`config.mk`:
```
export PLATFORM = sky130hd
export DESIGN_NAME = fifo_rr_sched
export DESIGN_NICKNAME = d
export VERILOG_FILES = /design/src/rtl/fifo_sched_pkg.sv /design/src/rtl/rr_pick.sv /design/src/rtl/fifo_rr_sched.sv
export SDC_FILE = /design/constraint.sdc
export NUM_CORES = 1
export LEC_CHECK = 0
export ABC_CLOCK_PERIOD_IN_PS = 4630
export CAP_MARGIN = 20
export CORE_AREA = 2 2 43 45
export CTS_BUF_LIST = sky130_fd_sc_hd__clkbuf_8
export DETAILED_ROUTE_END_ITERATION = 8
export DIE_AREA = 0 0 45 47
export HOLD_SLACK_MARGIN = 0.05
export PLACE_DENSITY = 0.83
export SETUP_SLACK_MARGIN = 0.5
export SLEW_MARGIN = 10
export SYNTH_ARGS = -nofsm -noshare
export SYNTH_HDL_FRONTEND = slang
export SYNTH_SLANG_ARGS = --single-unit
```
`constraint.sdc`:
```
create_clock -name clk -period 4.63 [get_ports clk]
set_input_delay 0.926 -clock clk [delete_from_list [all_inputs] [get_ports clk]]
set_output_delay 0.926 -clock clk [all_outputs]
set_load 0.01 [all_outputs]
```
`src/rtl/fifo_sched_pkg.sv`:
```
// Shared types and helpers for the FIFO round-robin drain scheduler.
package fifo_sched_pkg;

  typedef enum logic {
    IDLE = 1'b0,
    XFER = 1'b1
  } state_e;

  // Bits needed to index n items; returns 0 for n <= 1.
  function automatic int clog2(input int n);
    int r;
    r = 0;
    for (int v = n - 1; v > 0; v = v >> 1) r++;
    return r;
  endfunction

endpackage

```
`src/rtl/rr_pick.sv`:
```
// Rotating-priority picker: first set bit of req searching upward from last+1, wrapping.
module rr_pick
  import fifo_sched_pkg::*;
#(
  parameter  int NUM_Q = 4,
  localparam int IW    = clog2(NUM_Q)
) (
  input  logic [NUM_Q-1:0] req,
  input  logic [IW-1:0]    last,
  output logic [IW-1:0]    idx,
  output logic             any
);

  logic [IW-1:0] p;

  always_comb begin
    idx = '0;
    any = 1'b0;
    p   = '0;
    for (int k = 1; k <= NUM_Q; k++) begin
      p = IW'((int'(last) + k) % NUM_Q);
      if (!any && req[p]) begin
        any = 1'b1;
        idx = p;
      end
    end
  end

endmodule

```
`src/rtl/fifo_rr_sched.sv`:
```
// Round-robin drain scheduler: grants one FIFO at a time for up to BURST words,
// muxing its head word onto the shared output and strobing its shift_out.
module fifo_rr_sched
  import fifo_sched_pkg::*;
#(
  parameter  int NUM_Q = 4,
  parameter  int WIDTH = 4,
  parameter  int BURST = 4,
  localparam int GW    = clog2(NUM_Q)
) (
  input  logic                   clk,
  input  logic                   res,
  input  logic [NUM_Q-1:0]       q_empty_n,
  input  logic [NUM_Q*WIDTH-1:0] q_data,
  input  logic [NUM_Q-1:0]       q_mask,
  output logic [NUM_Q-1:0]       q_shift_out,
  output logic [WIDTH-1:0]       out_data,
  output logic                   out_valid,
  input  logic                   out_ready,
  output logic [GW-1:0]          grant_id,
  output logic                   busy
);

  // state | meaning
  // IDLE  | no grant; pick next candidate after the last grant
  // XFER  | queue grant_q owns the output port for up to BURST words

  localparam int              BW        = (clog2(BURST) < 1) ? 1 : clog2(BURST);
  localparam logic [BW-1:0]   LAST_BEAT = BW'(BURST - 1);

  state_e           state_q, state_d;
  logic [GW-1:0]    grant_q, grant_d;
  logic [BW-1:0]    beat_q,  beat_d;
  logic [GW-1:0]    pick_idx;
  logic             pick_any;
  logic             xfer;
  logic [WIDTH-1:0] q_word [NUM_Q];

  for (genvar i = 0; i < NUM_Q; i++) begin : g_word
    assign q_word[i] = q_data[i*WIDTH +: WIDTH];
  end

  rr_pick #(.NUM_Q(NUM_Q)) u_pick (
    .req  (q_empty_n & q_mask),
    .last (grant_q),
    .idx  (pick_idx),
    .any  (pick_any)
  );

  // Pointer resets to the top index so the first search starts at queue 0.
  always_ff @(posedge clk or posedge res) begin
    if (res) begin
      state_q <= IDLE;
      grant_q <= GW'(NUM_Q - 1);
      beat_q  <= '0;
    end else begin
      state_q <= state_d;
      grant_q <= grant_d;
      beat_q  <= beat_d;
    end
  end

  always_comb begin
    state_d     = state_q;
    grant_d     = grant_q;
    beat_d      = beat_q;
    out_valid   = 1'b0;
    out_data    = '0;
    q_shift_out = '0;
    xfer        = 1'b0;
    case (state_q)
      IDLE: begin
        if (pick_any) begin
          grant_d = pick_idx;
          beat_d  = '0;
          state_d = XFER;
        end
      end
      XFER: begin
        out_valid            = q_empty_n[grant_q] & q_mask[grant_q];
        out_data             = q_word[grant_q];
        xfer                 = out_valid & out_ready;
        q_shift_out[grant_q] = xfer;
        if (!out_valid) begin
          state_d = IDLE;
        end else if (xfer) begin
          if (beat_q == LAST_BEAT) state_d = IDLE;
          else                     beat_d  = beat_q + 1'b1;
        end
      end
      default: state_d = IDLE;
    endcase
  end

  assign grant_id = grant_q;
  assign busy     = (state_q == XFER);

endmodule

```
==> impl_metrics.py, run 1 <==
metrics = {
    "grt": {
        "grt_use_total": 0.1904,
        "grt_max_degree": 17,
        "grt_pass1_vias": 700,
        "grt_pass1_wl_um": 2987,
        "antenna_found_initial": 0,
        "gr-total-overflow": 0,
    },
    "place": {
        "hpwlAfterDp_um": 1478,
        "gp_congestion": 0.8779,
        "port_buffers": 38,
        "numPlacedInstances": 121,
        "place_ws_ps": 737.7,
    },
    "clocking": {
        "cts_setup_buffers": 0,
        "cts_tree": "built",
        "cts_num_sinks": 5,
        "clk_pin_slew_ps": 30,
        "root_buffer": "clkbuf_8",
        "cts_resized": 0,
        "clk_path_buf_depth": 2,
        "insertion_delay_ps": 220,
        "ctsHoldBuffers": 0,
        "cts_buffers": 3,
        "htreeDepth": 1,
    },
    "yosys": {
        "synth_cell_types": 32,
        "synth.largest_area_cell": "mux4_2",
        "seq_area_frac_synth": 0.2036,
        "synth_top_cell_area_share": 0.1796,
        "synth_nets": 101,
        "yosys_register_bits": 5,
        "synthTopCellsByArea": "mux4_2 18%, dfrtp_1 12%, ha_1 10%",
        "yosysWarnings": 0,
        "syn_inst": 69,
        "synth_area_sq_um": 626.9,
        "post_synth.cell_area_avg_sq_um": 9.085,
    },
    "hold_path": {
        "min_from": "beat_q[0]",
        "min_delay_path_depth": 2,
        "hold_class": "register to register",
    },
    "timing": {
        "setup_tns_ps": 0,
        "hold_viol_final": 0,
        "skew_ps": 1.946,
        "clock.fmax_mhz": 257.0,
        "fin_crit_ps": 3891,
        "setup_violations": 0,
        "fin_crit_sh": 0.8404,
        "hold_slack_ps": 570.5,
        "rsz0062_at_grt": "no",
        "final-max-slew-violation-count": 0,
        "tightest_slew_ps": 547.4,
        "slew_headroom": 0.6257,
        "worst_slack_ps": 738.8,
    },
    "flow_run": {
        "drv_cap": 0,
    },
    "floorplan": {
        "pin_count": 39,
        "die_w_um": 45,
        "initial_core_util": 0.3795,
        "die_area_sq_mm": 0.002115,
        "fp.dieH_um": 47,
        "rows": 15,
        "coreArea_sq_mm": 0.001652,
    },
    "drt": {
        "ant_nets": 0,
        "drt_iter0_drc": 26,
        "num_vias": 711,
        "drtPass1Iterations": 4,
        "drt-wirelength-per-cell_um": 13.68,
        "post_drt_via_cell_ratio": 5.688,
        "drcViolationCount": 0,
        "wirelength_um": 1710,
    },
    "finish": {
        "areaGrowthSynthToFinish_pct": 69.46,
        "layout.cells.non_filler": 125,
        "layout-drive-gt1-share": 0.1204,
        "antenna_cells": 0,
        "nets": 141,
    },
    "critical_path": {
        "arrival_ps": 2970,
        "crit_start": "q_empty_n[0]",
        "rr_startpoint": "grant_id[0]",
        "reg2reg_depth": 5,
        "end_kind": "primary output",
        "start_kind": "primary input",
        "critPathMaxFanout": 5,
        "crit_type": "primary input to primary output",
        "critPathRequiredTime_ps": 3700,
    },
    "pwr": {
        "p_per_area_mw_per_mm2": 477.6,
        "power.leakage_nw": 0.4359,
        "ir_drop_mv": 0.3003,
    },
    "status": {
        "status": "complete, no violations",
    },
}
[registers in the layout, summed over array words and instances (netlist names)]
| name | flops |
|---|---|
| grant_id | 2 |
| busy | 1 |
| beat_q | 2 |
[path summary, 6_finish.rpt]
path	to	slack (ps)
min	beat_q[0]	570
max in group asynchronous	grant_id[1]	3490
max	q_shift_out[0]	740
max reg2reg	grant_id[0]	2390
min reg2reg	beat_q[0]	570
min in group asynchronous	beat_q[0]	900
[worst max-delay path: stages]
cell and delay [ps]:
clkdlybuf4s50_1 480, nand2_1 130, mux4_2 550, nor2_1 190, and2_1 150, clkdlybuf4s50_1 540
[final cells by class]
type / count / area [sq um]
clock buffers: 3 / 41.29
clock inverters: 1 / 3.754
repair buffers: 38 / 380.4
multi-input cells: 58 / 476.7
flip-flops and latches: 5 / 127.6
inverters: 3 / 11.26
well taps: 17 / 21.27
fillers: 140 / 589.3
[power breakdown]
group	switching (mW)	internal, mW
registers	0.0613	0.0691
clock network	0.0189	0.0566
logic	0.113	0.188
total	0.193	0.314
[synth_stat cells]
master	number
o2111ai_1	1
nand3_1	3
a211oi_1	1
o22ai_1	1
nor2_1	2
nand2_1	7
dfstp_2	2
o2bb2ai_1	1
a32o_1	1
o211ai_1	1
inv_2	1
dfrtp_1	3
or3_1	1
mux2_2	1
a21o_1	1
a21oi_1	3
nor2b_1	1
a31oi_1	1
inv_1	2
a2111oi_0	1
mux2i_1	2
clkbuf_1	2
buf_1	1
and2_1	9
and3_1	1
ha_1	5
mux4_2	5
a22oi_1	2
o21ai_0	4
or3b_4	1
nand2b_1	1
a21boi_0	1
[cell families (layout without fill, tap and decap cells)]
| logic type | after synthesis | count (layout) | share of synthesized area |
|---|---|---|---|
| AND/OR/NAND/NOR | 26 | 26 | 0.2256 |
| AO/OA/AOI/OAI | 19 | 19 | 0.2056 |
| multiplexers | 8 | 8 | 0.2295 |
| buffers and inverters | 6 | 45 | 0.03593 |
| adder cells (fa/ha/maj) | 5 | 5 | 0.09980 |
| flip-flops | 5 | 5 | 0.2036 |
[routing by layer]
metal | GRT usage | part of all wire
met5 | 0 | 0
met4 | 0.06471 | 0.021
met3 | 0.04231 | 0.058
met2 | 0.3457 | 0.53
met1 | 0.2212 | 0.39
[per-stage QoR]
stage / cell area [sq um] / power (mW) / util
2_1_floorplan: 626.9 / 0.3008 / -
3_3_place_gp: 1017 / 0.4251 / 0.6159
3_5_place_dp: 1017 / 0.4366 / 0.6159
4_1_cts: 1062 / 0.5132 / 0.6432
5_1_grt: 1062 / 0.5530 / 0.6432
6_report: 1062 / 0.5073 / 0.6432
[cell usage in the layout (no fill, tap or decap)]
cell type,netlist,layout
or3b_4,1,1
nand2_1,7,7
nand3_1,3,3
o211ai_1,1,1
a22oi_1,2,2
and2_1,9,9
o21ai_0,4,4
nor2_1,2,2
a21o_1,1,1
dfrtp_1,3,3
mux4_2,5,5
clkbuf_8,0,3
nand2b_1,1,1
or3_1,1,1
a21boi_0,1,1
o2111ai_1,1,1
inv_1,2,3
o2bb2ai_1,1,1
and3_1,1,1
a211oi_1,1,1
a21oi_1,3,3
clkdlybuf4s50_1,0,38
a32o_1,1,1
nor2b_1,1,1
a2111oi_0,1,1
a31oi_1,1,1
dfstp_2,2,2
mux2_2,1,1
o22ai_1,1,1
ha_1,5,5
mux2i_1,2,2
inv_2,1,1
Note: power is estimated with default switching activity, not from simulation.
==> inputs of run 2 (changes only) <==
--- a/config.mk
+++ b/config.mk
@@ -5,14 +5,14 @@
 export SDC_FILE = /design/constraint.sdc
 export NUM_CORES = 1
 export LEC_CHECK = 0
-export ABC_CLOCK_PERIOD_IN_PS = 4630
+export ABC_CLOCK_PERIOD_IN_PS = 3200
 export CAP_MARGIN = 20
-export CORE_AREA = 2 2 43 45
+export CORE_AREA = 2 2 46 48
 export CTS_BUF_LIST = sky130_fd_sc_hd__clkbuf_8
 export DETAILED_ROUTE_END_ITERATION = 8
-export DIE_AREA = 0 0 45 47
+export DIE_AREA = 0 0 48 50
 export HOLD_SLACK_MARGIN = 0.05
-export PLACE_DENSITY = 0.83
+export PLACE_DENSITY = 0.76
 export SETUP_SLACK_MARGIN = 0.5
 export SLEW_MARGIN = 10
 export SYNTH_ARGS = -nofsm -noshare
==> constraint.sdc (replaced) <==
create_clock -name clk -period 3.2 [get_ports clk]
set_input_delay 0.64 -clock clk [delete_from_list [all_inputs] [get_ports clk]]
set_output_delay 0.64 -clock clk [all_outputs]
set_load 0.01 [all_outputs]
==> run 2 against run 1 <==
  * Hold slack got worse by 0.72 ps
  * Total power increased by 44%
  * Cell count increased by 13%
  * Critical endpoint is now out_data[3]
  * Clock skew increased by 1.2 ps
  * Die area increased by 13%
  * Sequential cell count unchanged
  * Final area increased by 3.2%
  * Sequential power increased by 49%
  * Global-route usage decreased by 3.5 points
  * Clock-buffer cell count unchanged
  * Highest routed layer is now met3
==> impl_metrics.py, run 2 (synthesized netlist as in run 1, its figures left out) <==
metrics = {
    "drt": {
        "drtPass1Iterations": 4,
        "drcViolationCount": 0,
        "post_drt_via_cell_ratio": 5.106,
        "wirelength_um": 1756,
        "drt_iter0_drc": 40,
        "ant_nets": 0,
        "drt-wirelength-per-cell_um": 12.45,
        "num_vias": 720,
    },
    "critical_path": {
        "end_kind": "primary output",
        "critPathRequiredTime_ps": 2560,
        "start_kind": "primary input",
        "critPathMaxFanout": 1,
        "crit_type": "primary input to primary output",
        "arrival_ps": 1940,
        "reg2reg_depth": 5,
    },
    "finish": {
        "final_common_cell": "clkdlybuf4s50_1",
        "nets": 147,
        "antenna_cells": 0,
        "layout.cells.non_filler": 141,
        "areaGrowthSynthToFinish_pct": 74.85,
        "stdcell_area_sq_mm": 0.001096,
        "utilization": 0.5763,
        "layout_common_cells": "21 x clkdlybuf4s50_1, 12 x dlygate4sd2_1, 9 x and2_1",
        "layout-drive-gt1-share": 0.2368,
    },
    "timing": {
        "slew_headroom": 0.7347,
        "worst_slack_ps": 620.1,
        "fin_crit_sh": 0.8062,
        "final-max-slew-violation-count": 0,
        "hold_slack_ps": 569.8,
        "fin_crit_ps": 2580,
        "setup_tns_ps": 0,
        "rsz0062_at_grt": "no",
        "skew_ps": 3.106,
        "tightest_slew_ps": 387.9,
        "setup_violations": 0,
        "clock.fmax_mhz": 387.6,
        "hold_viol_final": 0,
    },
    "clocking": {
        "cts_num_sinks": 5,
        "clk_path_buf_depth": 2,
        "insertion_delay_ps": 220,
        "cts_tree": "built",
        "root_buffer": "clkbuf_8",
        "clk_pin_slew_ps": 40,
        "cts_buffers": 3,
        "htreeDepth": 1,
    },
    "grt": {
        "antenna_found_initial": 0,
        "use_met2": 0.2644,
        "grt_max_degree": 17,
        "grt_pass1_vias": 657,
        "top_usage_layer": "met2",
        "grt_use_total": 0.1551,
        "grt_pass1_wl_um": 2718,
        "met3_usage": 0.05495,
        "grt_util_met1": 0.1820,
        "gr-total-overflow": 0,
    },
    "place": {
        "port_buffers": 38,
        "hpwlAfterDp_um": 1382,
        "place_ws_ps": -74.41,
        "numPlacedInstances": 136,
        "gp_congestion": 0.8432,
        "postPlaceCellArea_sq_mm": 0.001067,
    },
    "floorplan": {
        "die_area_sq_mm": 0.002400,
        "fp.dieH_um": 50,
        "coreArea_sq_mm": 0.001902,
        "pin_count": 39,
        "rows": 16,
        "die_w_um": 48,
        "initial_core_util": 0.3296,
    },
    "pwr": {
        "p_per_area_mw_per_mm2": 666.5,
        "finalPower_mw": 0.7305,
        "ir_drop_mv": 0.3443,
        "power.leakage_nw": 0.4987,
    },
    "hold_path": {
        "min_delay_path_depth": 2,
        "hold_class": "register to register",
    },
    "status": {
        "status": "complete, no violations",
    },
    "flow_run": {
        "drv_cap": 0,
    },
}
run 2: changes by cell type in the layout (fill, tap and decap cells not counted):
cell / change
buf_2: +5
buf_4: +6
clkdlybuf4s50_1: -17
dfstp_2: -1
dfstp_4: +1
dlygate4sd2_1: +12
nand2_1: -2
nand2_2: +2
nor2_1: -1
nor2_4: +1
run 2: final timing paths:
check / start / endpoint / slack, ps
worst min register to register: beat_q[0] / beat_q[0] / 570
min in group asynchronous: res / beat_q[0] / 620
worst max register to register: grant_id[1] / beat_q[1] / 1090
max in group asynchronous: res / grant_id[1] / 2340
worst max-delay path: q_data[15] / out_data[3] / 620
worst min-delay path: beat_q[0] / beat_q[0] / 570
run 2: what timing repair did:
| item | in CTS | in global routing |
|---|---|---|
| buffers inserted | 1 | 0 |
| hold buffers | 0 | 0 |
| setup endpoints to repair | 9 | 0 |
| gates resized for setup | 37 | 0 |
run 2: area by class of cell:
class	count	area [sq um]
clock inverter	1	3.754
inverter	3	11.26
timing repair buffer	44	385.4
sequential	5	131.4
clock buffer	3	41.29
multi-input combinational	58	489.2
tap	27	33.78
fill	176	805.8
run 2: metal layers:
layer,vias to the layer above,part of all wire
met5,-,0
met4,0,0
met3,0,0.069
met2,35,0.55
met1,336,0.38
li1,349,-
run 2: critical path, cell delays in order:
cell and delay [ps]:
clkdlybuf4s50_1 400, mux4_2 460, and2_1 160, dlygate4sd2_1 280
run 2: power by group:
group	internal, mW	leakage [nW]	switching (mW)
clock	0.0823	0.0269	0.0322
combinational	0.254	0.411	0.169
sequential	0.104	0.0606	0.0893
total	0.440	0.499	0.290
==> inputs of run 3 (changes only) <==
--- a/config.mk
+++ b/config.mk
@@ -5,12 +5,12 @@
 export SDC_FILE = /design/constraint.sdc
 export NUM_CORES = 1
 export LEC_CHECK = 0
-export ABC_CLOCK_PERIOD_IN_PS = 3200
+export ABC_CLOCK_PERIOD_IN_PS = 2400
 export CAP_MARGIN = 20
-export CORE_AREA = 2 2 46 48
+export CORE_AREA = 2 2 45 47
 export CTS_BUF_LIST = sky130_fd_sc_hd__clkbuf_8
 export DETAILED_ROUTE_END_ITERATION = 8
-export DIE_AREA = 0 0 48 50
+export DIE_AREA = 0 0 47 49
 export HOLD_SLACK_MARGIN = 0.05
 export PLACE_DENSITY = 0.76
 export SETUP_SLACK_MARGIN = 0.5
==> constraint.sdc (replaced) <==
create_clock -name clk -period 2.4 [get_ports clk]
set_input_delay 0.48 -clock clk [delete_from_list [all_inputs] [get_ports clk]]
set_output_delay 0.48 -clock clk [all_outputs]
set_load 0.01 [all_outputs]
==> run 3 against run 2 <==
  * Cell count rose by 9.2%
  * Setup slack got worse by 420 ps
  * Sequential power fell by 3%
  * Total power rose by 63%
  * Non-clock buffer count rose by 13
  * Largest cell class unchanged
  * Critical path depth rose by 3
  * Clock power rose by 38%
  * Global-route usage rose by 1.9 points
  * Register-to-register slack got worse by 710 ps
==> impl_metrics.py, run 3 (synthesized netlist as in run 1, its figures left out) <==
metrics = {
    "floorplan": {
        "initial_core_util": 0.3404,
        "die_w_um": 47,
        "rows": 16,
        "die_area_sq_mm": 0.002303,
        "fp.dieH_um": 49,
        "coreArea_sq_mm": 0.001842,
        "pin_count": 39,
    },
    "grt": {
        "antenna_found_initial": 0,
        "grt_pass1_wl_um": 2911,
        "grt_max_degree": 16,
        "grt_pass1_vias": 693,
        "grt_use_total": 0.1744,
        "gr-total-overflow": 0,
    },
    "critical_path": {
        "timing.rr.end": "beat_q[1]",
        "rr_startpoint": "grant_id[0]",
        "start_kind": "register",
        "critPathMaxFanout": 4,
        "arrival_ps": 1720,
        "reg2reg_depth": 8,
        "r2r_setup_slack_ps": 380,
        "end_kind": "primary output",
        "critPathCapture": "q_shift_out[0]",
        "critPathRequiredTime_ps": 1920,
        "crit_type": "register to primary output",
        "crit_start": "grant_id[0]",
    },
    "finish": {
        "final_common_cell": "clkdlybuf4s50_1",
        "nets": 160,
        "utilization": 0.6624,
        "multiInputGateArea_sq_um": 514.2,
        "layout_common_cells": "19 x clkdlybuf4s50_1, 14 x buf_4, 9 x dlygate4sd2_1",
        "antenna_cells": 0,
        "ff_latch_area_sq_um": 128.9,
        "nFillCells": 154,
        "stdcell_area_sq_mm": 0.001220,
        "layout-drive-gt1-share": 0.3937,
        "areaGrowthSynthToFinish_pct": 94.61,
    },
    "place": {
        "port_buffers": 38,
        "postPlaceCellArea_sq_mm": 0.001122,
        "hpwlAfterDp_um": 1394,
        "gp_congestion": 0.9059,
    },
    "clocking": {
        "ctsHoldBuffers": 0,
        "root_buffer": "clkbuf_8",
        "cts_tree": "built",
        "cts_buffers": 3,
        "cts_num_sinks": 5,
        "insertion_delay_ps": 230,
        "htreeDepth": 1,
        "clk_pin_slew_ps": 40,
        "clk_path_buf_depth": 2,
    },
    "timing": {
        "skew_ps": 6.509,
        "setup_violations": 0,
        "final-max-slew-violation-count": 0,
        "tightest_slew_ps": 355.7,
        "rsz0062_at_grt": "yes",
        "slew_headroom": 0.7623,
        "clock.fmax_mhz": 454.8,
        "fin_crit_ps": 2199,
        "hold_viol_final": 0,
        "fin_crit_sh": 0.9161,
    },
    "drt": {
        "ant_nets": 0,
        "drcViolationCount": 0,
        "drt-wirelength-per-cell_um": 12.43,
        "wirelength_um": 1914,
        "drtPass1Iterations": 4,
        "post_drt_via_cell_ratio": 4.994,
        "num_vias": 769,
        "drt_iter0_drc": 15,
    },
    "status": {
        "status": "complete, no violations",
    },
    "pwr": {
        "ir_drop_mv": 0.4582,
        "p_per_area_mw_per_mm2": 975.2,
        "power.leakage_nw": 0.5704,
    },
    "hold_path": {
        "hold_class": "primary input to asynchronous set/reset pin",
    },
    "flow_run": {
        "drv_cap": 0,
    },
}
[run 3: cell types whose count changed in the layout (fill, tap and decap cells not counted), sizes merged]
| cell | change |
|---|---|
| clkdlybuf4s50 | -2 |
| clkbuf | +1 |
| dlygate4sd2 | -3 |
| buf | +17 |
[run 3: how the worst min path moves through the flow]
stage	start	to	slack [ps]	cells after the start
after floorplan	res	beat_q[0]	260	1
after global placement	beat_q[1]	beat_q[1]	540	2
after detailed placement	beat_q[0]	beat_q[0]	560	2
after CTS	res	beat_q[0]	460	2
after global routing	res	beat_q[0]	480	2
final	res	beat_q[0]	460	2
[run 3: cell type report]
cell class                      instances  area share
Timing Repair Buffer                   57      0.3990
Sequential cell                         5      0.1056
Multi-Input combinational cell         58      0.4215
Inverter                                3    0.009231
Clock inverter                          1    0.003077
Clock buffer                            3     0.03385
Tap cell                               27     0.02769
[run 3: timing repair]
| action | 4_1_cts | 5_1_grt |
|---|---|---|
| setup endpoints to repair | 14 | 14 |
| cloned | 0 | 0 |
| hold endpoints to repair | 0 | 0 |
| pin swaps | 10 | 2 |
| buffers inserted | 7 | 0 |
| resized for setup | 58 | 6 |
[run 3: stage by stage]
| stage | TNS (ps) | std cells | hold WS [ps] | total power [mW] | setup slack [ps] |
|---|---|---|---|---|---|
| floorplan | 0 | 69 | 257.1 | 0.5997 | 491.4 |
| global placement | -2169 | 143 | 536.4 | 0.8821 | -411.9 |
| detailed placement | -2409 | 143 | 560.9 | 0.8931 | -454.1 |
| CTS | 0 | 154 | 461.6 | 1.155 | 213.2 |
| global route | 0 | 154 | 475.5 | 1.273 | 138.8 |
| finish | 0 | 154 | 460.3 | 1.190 | 201.4 |
[run 3: layer usage]
layer,part of all wire,up-vias,GRT usage
li1,-,380,-
met1,0.41,354,0.1959
met2,0.52,33,0.3059
met3,0.056,2,0.05556
met4,0.0052,0,0.04167
met5,0,-,0
[run 3: where the power goes]
part	total [mW]	switching (mW)	internal, mW	leakage (nW)
Sequential	0.188	0.0553	0.133	0.0590
Clock	0.157	0.0473	0.110	0.0269
Combinational	0.844	0.350	0.494	0.485
[run 3: critical path: stages (launching register included)]
cell	delay, ps
dfstp_2	560
buf_6	110
buf_6	100
inv_2	30
mux4_2	330
nor2_4	120
and2_1	120
buf_2	120
